## config.mk

```make
export PLATFORM = sky130hd
export DESIGN_NAME = contador_ocupacion
export DESIGN_NICKNAME = d
export VERILOG_FILES = /design/src/rtl/contador_pkg.sv /design/src/rtl/contador_ocupacion_detector_flanco.sv /design/src/rtl/contador_ocupacion.sv
export SDC_FILE = /design/constraint.sdc
export NUM_CORES = 1
export LEC_CHECK = 0
export CORE_MARGIN = 4
export CORE_UTILIZATION = 35
export DETAILED_ROUTE_END_ITERATION = 7
export SYNTH_ARGS = -nofsm -noshare
export SYNTH_HDL_FRONTEND = slang
export SYNTH_HIERARCHICAL = 1
export SYNTH_SLANG_ARGS = --single-unit
```

## constraint.sdc

```tcl
create_clock -name clk -period 4 [get_ports clk]
set_input_delay 0.8 -clock clk [delete_from_list [all_inputs] [get_ports clk]]
set_output_delay 0.8 -clock clk [all_outputs]
set_load 0.005 [all_outputs]
```

## src/rtl/contador_pkg.sv

```systemverilog
// Shared definitions for the occupancy counter: FSM state encoding and BCD digit width.
package contador_pkg;

    typedef enum logic [1:0] {
        VACIO   = 2'b00,
        PARCIAL = 2'b01,
        LLENO   = 2'b10
    } estado_t;

    localparam int BCD_W = 4;

endpackage

```

## src/rtl/contador_ocupacion_detector_flanco.sv

```systemverilog
// Rising-edge detector; an armed flag suppresses a false event from a level already high at reset release.
module detector_flanco (
    input  logic clk,
    input  logic rst,
    input  logic d_i,
    output logic ev_o
);

    logic prev_q;
    logic armed_q;

    always_ff @(posedge clk or posedge rst) begin
        if (rst) begin
            prev_q  <= 1'b0;
            armed_q <= 1'b0;
        end else begin
            prev_q  <= d_i;
            armed_q <= 1'b1;
        end
    end

    assign ev_o = d_i & ~prev_q & armed_q;

endmodule

```

## src/rtl/contador_ocupacion.sv

```systemverilog
// Saturating occupancy counter with full/empty status, full-alarm timer and reject/underflow pulses.
// Optional BCD digit outputs are enabled by defining CONTADOR_OCUPACION_BCD_EN.
module contador_ocupacion
    import contador_pkg::*;
#(
    parameter int CAPACITY  = 15,
    parameter int CNT_W     = 4,
    parameter int ALARM_CYC = 8
) (
    input  logic             clk,
    input  logic             rst,
    input  logic             ent,
    input  logic             sal,
    output logic [CNT_W-1:0] count,
    output logic             full,
    output logic             empty,
    output logic             reject,
    output logic             underflow,
`ifdef CONTADOR_OCUPACION_BCD_EN
    output logic [BCD_W-1:0] bcd_tens,
    output logic [BCD_W-1:0] bcd_units,
`endif
    output logic             alarm
);

    localparam int TMR_W = $clog2(ALARM_CYC + 1);
    localparam logic [CNT_W-1:0] CAP_C   = CNT_W'(CAPACITY);
    localparam logic [TMR_W-1:0] ALARM_T = TMR_W'(ALARM_CYC);

    estado_t          state_q;
    logic [CNT_W-1:0] count_q;
    logic [TMR_W-1:0] timer_q;
    logic             reject_q;
    logic             underflow_q;

    logic             ent_ev;
    logic             sal_ev;
    logic             inc;
    logic             dec;
    logic [CNT_W-1:0] cnt_inc;
    logic [CNT_W-1:0] cnt_dec;

    detector_flanco u_det_ent (.clk(clk), .rst(rst), .d_i(ent), .ev_o(ent_ev));
    detector_flanco u_det_sal (.clk(clk), .rst(rst), .d_i(sal), .ev_o(sal_ev));

    // Simultaneous entry and exit cancel; bounds come from the state, so no wrap is possible.
    assign inc     = ent_ev & ~sal_ev & (state_q != LLENO);
    assign dec     = sal_ev & ~ent_ev & (state_q != VACIO);
    assign cnt_inc = count_q + 1'b1;
    assign cnt_dec = count_q - 1'b1;

    always_ff @(posedge clk or posedge rst) begin
        if (rst) begin
            state_q     <= VACIO;
            count_q     <= '0;
            timer_q     <= '0;
            reject_q    <= 1'b0;
            underflow_q <= 1'b0;
        end else begin
            reject_q    <= ent_ev & ~sal_ev & (state_q == LLENO);
            underflow_q <= sal_ev & ~ent_ev & (state_q == VACIO);
            if (inc) begin
                count_q <= cnt_inc;
            end else if (dec) begin
                count_q <= cnt_dec;
            end
            case (state_q)
                VACIO: begin
                    if (inc) state_q <= (cnt_inc == CAP_C) ? LLENO : PARCIAL;
                end
                PARCIAL: begin
                    if (inc && cnt_inc == CAP_C) state_q <= LLENO;
                    else if (dec && cnt_dec == '0) state_q <= VACIO;
                end
                LLENO: begin
                    if (dec) state_q <= (cnt_dec == '0) ? VACIO : PARCIAL;
                end
                default: state_q <= VACIO;
            endcase
            // Timer runs only while staying in LLENO; a reject leaves it untouched.
            if (state_q == LLENO && !dec) begin
                if (timer_q != ALARM_T) timer_q <= timer_q + 1'b1;
            end else begin
                timer_q <= '0;
            end
        end
    end

    assign count     = count_q;
    assign full      = (state_q == LLENO);
    assign empty     = (state_q == VACIO);
    assign reject    = reject_q;
    assign underflow = underflow_q;
    assign alarm     = (timer_q == ALARM_T);

`ifdef CONTADOR_OCUPACION_BCD_EN
    logic [BCD_W-1:0] tens_q;
    logic [BCD_W-1:0] units_q;

    always_ff @(posedge clk or posedge rst) begin
        if (rst) begin
            tens_q  <= '0;
            units_q <= '0;
        end else if (inc) begin
            if (units_q == BCD_W'(9)) begin
                units_q <= '0;
                tens_q  <= tens_q + 1'b1;
            end else begin
                units_q <= units_q + 1'b1;
            end
        end else if (dec) begin
            if (units_q == '0) begin
                units_q <= BCD_W'(9);
                tens_q  <= tens_q - 1'b1;
            end else begin
                units_q <= units_q - 1'b1;
            end
        end
    end

    assign bcd_tens  = tens_q;
    assign bcd_units = units_q;
`endif

endmodule

```

Word-level counts from Yosys, hierarchy flattened
Index checks and enable logic that the tools add are counted.

Bits in registers: 15. Latch bits: 0. Memory bits (writable): 0. ROM bits: 0. Input port bits: 4. Output and inout bits: 9. Word-level logic and storage cells: 55. Memories kept: 0.

Add/subtract/negate cells: 3. Multipliers: 0. Div/mod/pow operators: 0. Order comparisons: 0. Equal/unequal tests: 10. Shift operators: 0. Multiplexer cells: 11. Bitwise operators: 14. Reductions and logical operators: 9.

Operators with widths (number): $mux W4 (4); $and A1 B1 Y1 (10); $mux W2 (5); $add A4 B1 Y4 const B (2); $eq A4 B4 Y1 const B (2); $ne A2 B1 Y1 const B (3); $pmux W2 S3 (1); $logic_not A4 Y1 (1); $ne A4 B4 Y1 const B (1); $not A1 Y1 (4); $reduce_bool A2 Y1 (2); $sub A4 B1 Y4 const B (1); $logic_and A1 B1 Y1 (3); $ne A3 B3 Y1 const B (1); $reduce_and A3 Y1 (1); $eq A2 B1 Y1 const B (1); $eq A2 B2 Y1 const B (1); $logic_not A2 Y1 (1); $ne A2 B2 Y1 const B (1); $logic_not A1 Y1 (1); $mux W1 (1).

Logic depth before layout (Yosys ltp)
Gate-level depths: netlist (run 1).

Depth after elaboration: 10. Mapped depth: 7. Depth with buffers taken out: 7.

Cells and area by module
Netlist (run 1), hierarchy kept.

Modules (own cells, without submodules): contador_ocupacion (instances 1, cells an instance 89, area each 818.3 um2, seq. area each 300.3 um2); detector_flanco (instances 2, cells an instance 5, area each 66.3 um2, seq. area each 50.0 um2).

Least setup slack after synthesis (run 1)
OpenSTA, ideal clock, no wires.

Path type: in2reg. Start: input port sal. End: register state_q[0]. Library setup time: 0.139 ns. Data arrival time: 1.612 ns. Required time: 3.861 ns. Path slack: 2.249 ns. Stages on the path: 6. Buffers on the path: 0. Cells stage by stage: and3b_1 > nor3b_1 > nand4_1 > o21ai_1 > nand3b_1 > o311ai_2.

Cells in the longest elaborated chain, start to end: 8. Elaborated cells on any way between the ends: 15. Those cells by class: eq/ne: 3; mux: 2; bitwise: 7; reduce/logical: 3.

RTL lines: start: declaration (RTL line contador_ocupacion.sv:13) `input logic sal,`; $and A1 B1 Y1 (*) (2 in a row) (RTL line contador_ocupacion_detector_flanco.sv:22) `assign ev_o = d_i & ~prev_q & armed_q;`; $not A1 Y1 (RTL line contador_ocupacion.sv:47) `assign inc = ent_ev & ~sal_ev & (state_q != LLENO);`; $and A1 B1 Y1 (2 in a row) (RTL line contador_ocupacion.sv:47); $logic_and A1 B1 Y1 (RTL line contador_ocupacion.sv:72) `if (inc && cnt_inc == CAP_C) state_q <= LLENO;`; $ne A3 B3 Y1 (no source line) or $mux W2 (tied branches); $reduce_and A3 Y1 (no source line) or $pmux W2 S3 (tied branches); end signal: assignment (RTL line contador_ocupacion.sv:69) `if (inc) state_q <= (cnt_inc == CAP_C) ? LLENO : PARCIAL;`; end signal: assignment (RTL line contador_ocupacion.sv:76) `if (dec) state_q <= (cnt_dec == '0) ? VACIO : PARCIAL;`; end: declaration (RTL line contador_ocupacion.sv:30) `estado_t state_q;`.

Every way passes the cells marked *; elsewhere a longest branch is shown, timed or not. A chain may end at the register's enable or synchronous reset.

Final worst setup path (run 1)
Start: register timer_q[0]. End: output port alarm.

Cells in the longest elaborated chain, start to end: 1.

RTL lines: start: declaration (RTL line contador_ocupacion.sv:32) `logic [TMR_W-1:0] timer_q;`; start signal: assignment (RTL line contador_ocupacion.sv:82) `if (timer_q != ALARM_T) timer_q <= timer_q + 1'b1;`; $eq A4 B4 Y1 (RTL line contador_ocupacion.sv:94) `assign alarm = (timer_q == ALARM_T);`; end: declaration (RTL line contador_ocupacion.sv:23) `output logic alarm`.

Every way passes these cells.

==> reports/metrics.yaml, run 1 <==
status: "finished, final reports clean"
cp.required_ns: 3.20
mostFrequentLayoutCells: "dfrtp_1 (16), clkdlybuf4s50_1 (12), nor2_1 (10)"
start_util: 0.374
maxCapViolCount: 0
crit_chain: "inv_1, ha_1, and3b_1, clkdlybuf4s50_1"
clockRootBuffer: "clkbuf_4"
setup-tns-final_ns: 0
power_leakage_nw: 0.495
wl_um: 1880
utilization: 0.441
place_ws_ns: 1.60
vias_per_cell: 5.05
finalSetupViolCount: 0
finalCriticalPeriod_ns: 2.51
ir_drop_uv: 287
swShare: 0.356
crit_family: "buffers and inverters"
yosysSeqAreaShare: 0.421
wl_per_cell_um: 13.3
first_global_vias: 756
finalCritPeriodShare: 0.629
ioPinCount: 13
fmax_ghz: 0.398
crit_slowest_cell: "clkdlybuf4s50_1"
min-delay-path-class: "reg2reg"
syn-cell-area_um2: 951
fin_hold_ws_ns: 0.544
n_antenna_cell: 0
dieWidth_um: 60.1
yosysTopAreaCell: "dfrtp_1"
synth-warning-count: 6
htreeDepth: 1
postLayoutCellArea_um2: 1120
p_clk_frac: 0.191
post-route-drc-count: 0
clk_latency_ns: 0.28
path_clk_slew_ns: 0.09
die-area_um2: 3620
cts_setup_buffers: 0
worstSetupPathType: "reg2out"
seqPwrFrac: 0.430
rows: 18
grt.overflow.total: 0
worst-path-buf-inv: 2
drive_gt1_frac: 0.108
cts_buffers: 3
final_hold_viol_count: 0
grt_pass1_wl_um: 3240
cp-end-kind: "primary output"
power.density_nw_per_um2: 499
dr.pass1.iters: 4
cts_sinks: 16
layout_commonest_cell: "dfrtp_1"
syn_inst: 99
ctsHoldBuffers: 0
dieHeight_um: 60.1
setup_slack_ns: 1.49
p_int_mw: 0.361
fin_nets: 122
synth_area_per_cell_um2: 9.61
cp.arrival_ns: 1.71
syn_to_final_growth_pct: 18.2
gp_congestion: 0.815
ys_types: 37
io_buffers: 12
ys_seq_elements: 16
rsz0062_at_grt: "false"
critical_path_peak_fanout: 4
skew_ns: 0.000486
place_area_um2: 1090
syn-num-nets: 109
synth_top_area_frac: 0.421
vias: 712
drt_iter0_markers: 20
maxSlewViolCount: 0
p_sw_mw: 0.199
grt.total_usage: 0.121
core_area_um2: 2540
cts_tree: "built"
ant_nets: 0
p_comb_frac: 0.379
hpwlAfterDp_um: 1440
antenna_found_initial: 0
grt_max_degree: 13
cp_slowest_stage_delay_ns: 0.53
synth.area.top_cells: "dfrtp_1 (42%), ha_1 (7.9%), nor2_1 (3.9%), and3b_1 (3.7%), xnor2_1 (3.7%)"
cts_max_path_buffers: 2
crit_path_start_kind: "register"
post_cts_resized: 0
-- cell usage after synthesis --
master      n
and2b_4     2
o211ai_1    1
a22oi_1     1
and2_1      1
o22ai_1     1
o21ai_0     1
nor3_1      3
conb_1      2
nor2_1     10
mux2i_1     2
xor2_1      3
a22oi_2     1
clkbuf_1    1
nand3b_1    2
inv_1       7
and2b_1     1
nor3b_1     1
inv_2       1
buf_4       1
nor3_2      1
and3b_1     4
nand3_1     2
nand4_1     1
nand2b_2    1
o2111ai_1   1
o21ai_1     4
xnor2_1     4
nand2b_1    2
a22o_1      1
nor2_2      1
dfrtp_1    16
nor2b_1     2
nand2_1     6
ha_1        6
a21oi_1     2
o311ai_2    1
buf_2       2
-- power by group through the flow --
stage          Sequential [mW]  Combinational, mW  Clock, mW
2_1_floorplan            0.219              0.160          0
6_report                 0.241              0.212      0.107
3_3_place_gp             0.245              0.211          0
4_1_cts                  0.241              0.215      0.111
3_5_place_dp             0.243              0.213          0
5_1_grt                  0.248              0.237      0.119
-- per-stage QoR --
stage / power [mW] / instances
final: 0.560 / 141
after CTS: 0.567 / 141
after global placement: 0.456 / 137
after floorplan: 0.380 / 99
after detailed placement: 0.456 / 137
after global routing: 0.604 / 141
-- cells by family after synthesis --
| kind of cell | Yosys count | synth area share |
|---|---|---|
| compound gates | 14 | 0.108 |
| xor+xnor | 7 | 0.0645 |
| fa+ha+maj | 6 | 0.0789 |
| buf+inv | 12 | 0.0539 |
| flops | 16 | 0.421 |
| mux | 2 | 0.0211 |
| other cells | 2 | 0.00790 |
| simple gates | 40 | 0.245 |
-- routing by layer --
layer,vias to the layer above,track usage,wire (um)
met5,-,0,0
met4,0,0.0475,14
met3,2,0.0259,64
met2,15,0.204,889
met1,345,0.148,910
li1,350,-,-
-- path summary, 6_finish.rpt --
kind | startpoint | end | slack (ns) | cells after the start
max reg2reg | count[0]$_DFFE_PP0P_ | state_q[0]$_DFFE_PP0P_ | 2.39 | 7
min reg2reg | timer_q[3]$_DFFE_PP0P_ | timer_q[3]$_DFFE_PP0P_ | 0.54 | 2
min | timer_q[3]$_DFFE_PP0P_ | timer_q[3]$_DFFE_PP0P_ | 0.54 | 2
max | timer_q[0]$_DFFE_PP0P_ | alarm | 1.49 | 4
max in group asynchronous | rst | count[0]$_DFFE_PP0P_ | 2.80 | 2
min in group asynchronous | rst | u_det_ent/armed_q$_DFF_PP0_ | 0.71 | 2
-- state kept, by name (all words and copies together), names as in the netlist --
register           count
u_det_sal/armed_q      1
u_det_sal/prev_q       1
count                  4
timer_q                4
state_q                2
u_det_ent/armed_q      1
u_det_ent/prev_q       1
reject                 1
underflow              1
-- worst register-to-register path, delay by kind of cell, from the launching register on --
| family | cells | cell delay, ns |
|---|---|---|
| AND/OR/NAND/NOR | 3 | 0.44 |
| flip-flops | 1 | 0.49 |
| AO/OA/AOI/OAI | 2 | 0.22 |
| adder cells (fa/ha/maj) | 1 | 0.18 |
| buffers and inverters | 1 | 0.16 |
-- cell type report --
| type | instances | area, um^2 |
|---|---|---|
| Sequential cell | 16 | 400 |
| Timing Repair Buffer | 12 | 120 |
| Clock buffer | 4 | 36.3 |
| Inverter | 8 | 30.0 |
| Fill cell | 260 | 1420 |
| Tap cell | 30 | 37.5 |
| Multi-Input combinational cell | 71 | 499 |
Power figures use the tool's default switching activity.
==> inputs of run 2 (changes only) <==
- clock period: 4 -> 2.6 ns (I/O delays scaled with it)
==> run 2 against run 1 <==
- design area unchanged
- power is 55% higher
- register-to-register slack worse by 1.4 ns
- clock power rose by 56%
- clock skew up 0.00073 ns
- worst setup slack got worse by 1.1 ns
==> reports/metrics.yaml, run 2 (synthesized netlist as in run 1, its figures left out) <==
maxSlewViolCount: 0  # unchanged
die-area_um2: 3620  # unchanged
ir_drop_uv: 455  # +58%
maxCapViolCount: 0  # unchanged
cp.arrival_ns: 1.72  # about the same
regArea_um2: 400  # unchanged
setup-tns-final_ns: 0  # unchanged
finalCriticalPeriod_ns: 2.24
post-route-drc-count: 0  # unchanged
fin_cells: 141  # unchanged
crit_slowest_cell: "clkdlybuf4s50_1"
nFillCells: 268  # +3.1%
syn_to_final_growth_pct: 18.2  # unchanged
antenna_found_initial: 0  # unchanged
dr.pass1.iters: 4  # unchanged
finalSetupViolCount: 0  # unchanged
n_antenna_cell: 0  # unchanged
min-delay-path-class: "in2async"
power_leakage_nw: 0.495  # unchanged
drive_gt1_frac: 0.108  # unchanged
cp_slowest_stage_delay_ns: 0.53  # about the same
dieWidth_um: 60.1  # unchanged
worstSetupPathType: "reg2out"
place_area_um2: 1090  # unchanged
core_area_um2: 2540  # unchanged
grt.total_usage: 0.125  # +0.00394
crit_path_start_kind: "register"
fin_nets: 122  # unchanged
power.density_nw_per_um2: 772  # +55%
cp-end-kind: "primary output"
cp.required_ns: 2.08  # -1.12 ns
htreeDepth: 1  # unchanged
dp_cells: 137  # unchanged
drt_iter0_markers: 11  # -45%
grt_max_degree: 13  # unchanged
multi_input_comb_area_um2: 499  # unchanged
clk_latency_ns: 0.29  # about the same
status: "finished, final reports clean"
final_hold_viol_count: 0  # unchanged
vias_per_cell: 5.07  # +0.42%
ant_nets: 0  # unchanged
clockRootBuffer: "clkbuf_4"
mostFrequentLayoutCells: "dfrtp_1 (16), clkdlybuf4s50_1 (12), nor2_1 (10)"
ioPinCount: 13  # unchanged
post_cts_resized: 0  # unchanged
critical_path_peak_fanout: 4  # unchanged
cts_tree: "built"
skew_ns: 0.00121  # +0.000725 ns
start_util: 0.374  # unchanged
rows: 18  # unchanged
path_clk_slew_ns: 0.10  # about the same
wl_per_cell_um: 13.8  # +3.6%
gp_congestion: 0.815  # about the same
grt.overflow.total: 0  # unchanged
first_global_vias: 758  # +0.26%
cts_max_path_buffers: 2  # unchanged
cts_buffers: 3  # unchanged
cts_setup_buffers: 0  # unchanged
grt_pass1_wl_um: 3320  # +2.5%
rsz0062_at_grt: "false"
ctsHoldBuffers: 0  # unchanged
crit_chain: "inv_1, ha_1, and3b_1, clkdlybuf4s50_1"
fmax_ghz: 0.447
postLayoutCellArea_um2: 1120  # unchanged
wl_um: 1950  # +3.6%
layout_commonest_cell: "dfrtp_1"
io_buffers: 12  # unchanged
finalCritPeriodShare: 0.860
hpwlAfterDp_um: 1460  # +1.1%
cts_sinks: 16  # unchanged
dieHeight_um: 60.1  # unchanged
vias: 715  # +0.42%
[run 2: worst paths after layout]
path                       slack, ns                   start  cells after the start                          end
min in group clk                0.54  timer_q[3]$_DFFE_PP0P_                      2       timer_q[3]$_DFFE_PP0P_
setup / recovery                0.36  timer_q[0]$_DFFE_PP0P_                      4                        alarm
hold reg to reg                 0.54  timer_q[3]$_DFFE_PP0P_                      2       timer_q[3]$_DFFE_PP0P_
max in group asynchronous       1.69                     rst                      2         count[2]$_DFFE_PP0P_
setup reg to reg                0.98    count[0]$_DFFE_PP0P_                      7       state_q[0]$_DFFE_PP0P_
hold / removal                  0.43                     rst                      2  u_det_ent/armed_q$_DFF_PP0_
[run 2: per-layer routing]
metal	up-vias	part of all wire	track usage
li1	348	-	-
met1	352	0.46	0.149
met2	11	0.49	0.210
met3	4	0.023	0.0281
met4	0	0.017	0.0570
met5	-	0	0
[run 2: worst max-delay path, delay by kind of cell (launching register included)]
family / cells / cell delay (ns)
buf+inv: 2 / 0.63
flops: 1 / 0.41
fa+ha+maj: 1 / 0.14
simple gates: 1 / 0.25
[run 2: layout make-up]
class                      instances  share of cell area
clock buffer                       4              0.0323
tap                               30              0.0334
inverter                           8              0.0267
multi-input combinational         71               0.444
sequential                        16               0.356
timing repair buffer              12               0.107
[run 2: power by group]
part | total (mW) | leakage (nW) | internal [mW] | switching (mW)
logic | 0.329 | 0.269 | 0.183 | 0.145
clock network | 0.167 | 0.0210 | 0.0853 | 0.0822
registers | 0.371 | 0.205 | 0.287 | 0.0846
[run 2: metrics by stage]
step | setup slack (ns) | hold WS (ns) | power [mW] | utilization
after floorplan | 1.13 | 0.261 | 0.584 | -
after global placement | 0.510 | 0.523 | 0.702 | 0.427
after detailed placement | 0.476 | 0.532 | 0.704 | 0.427
after CTS | 0.336 | 0.420 | 0.880 | 0.441
after global routing | 0.284 | 0.431 | 0.936 | 0.441
final | 0.363 | 0.431 | 0.867 | 0.441
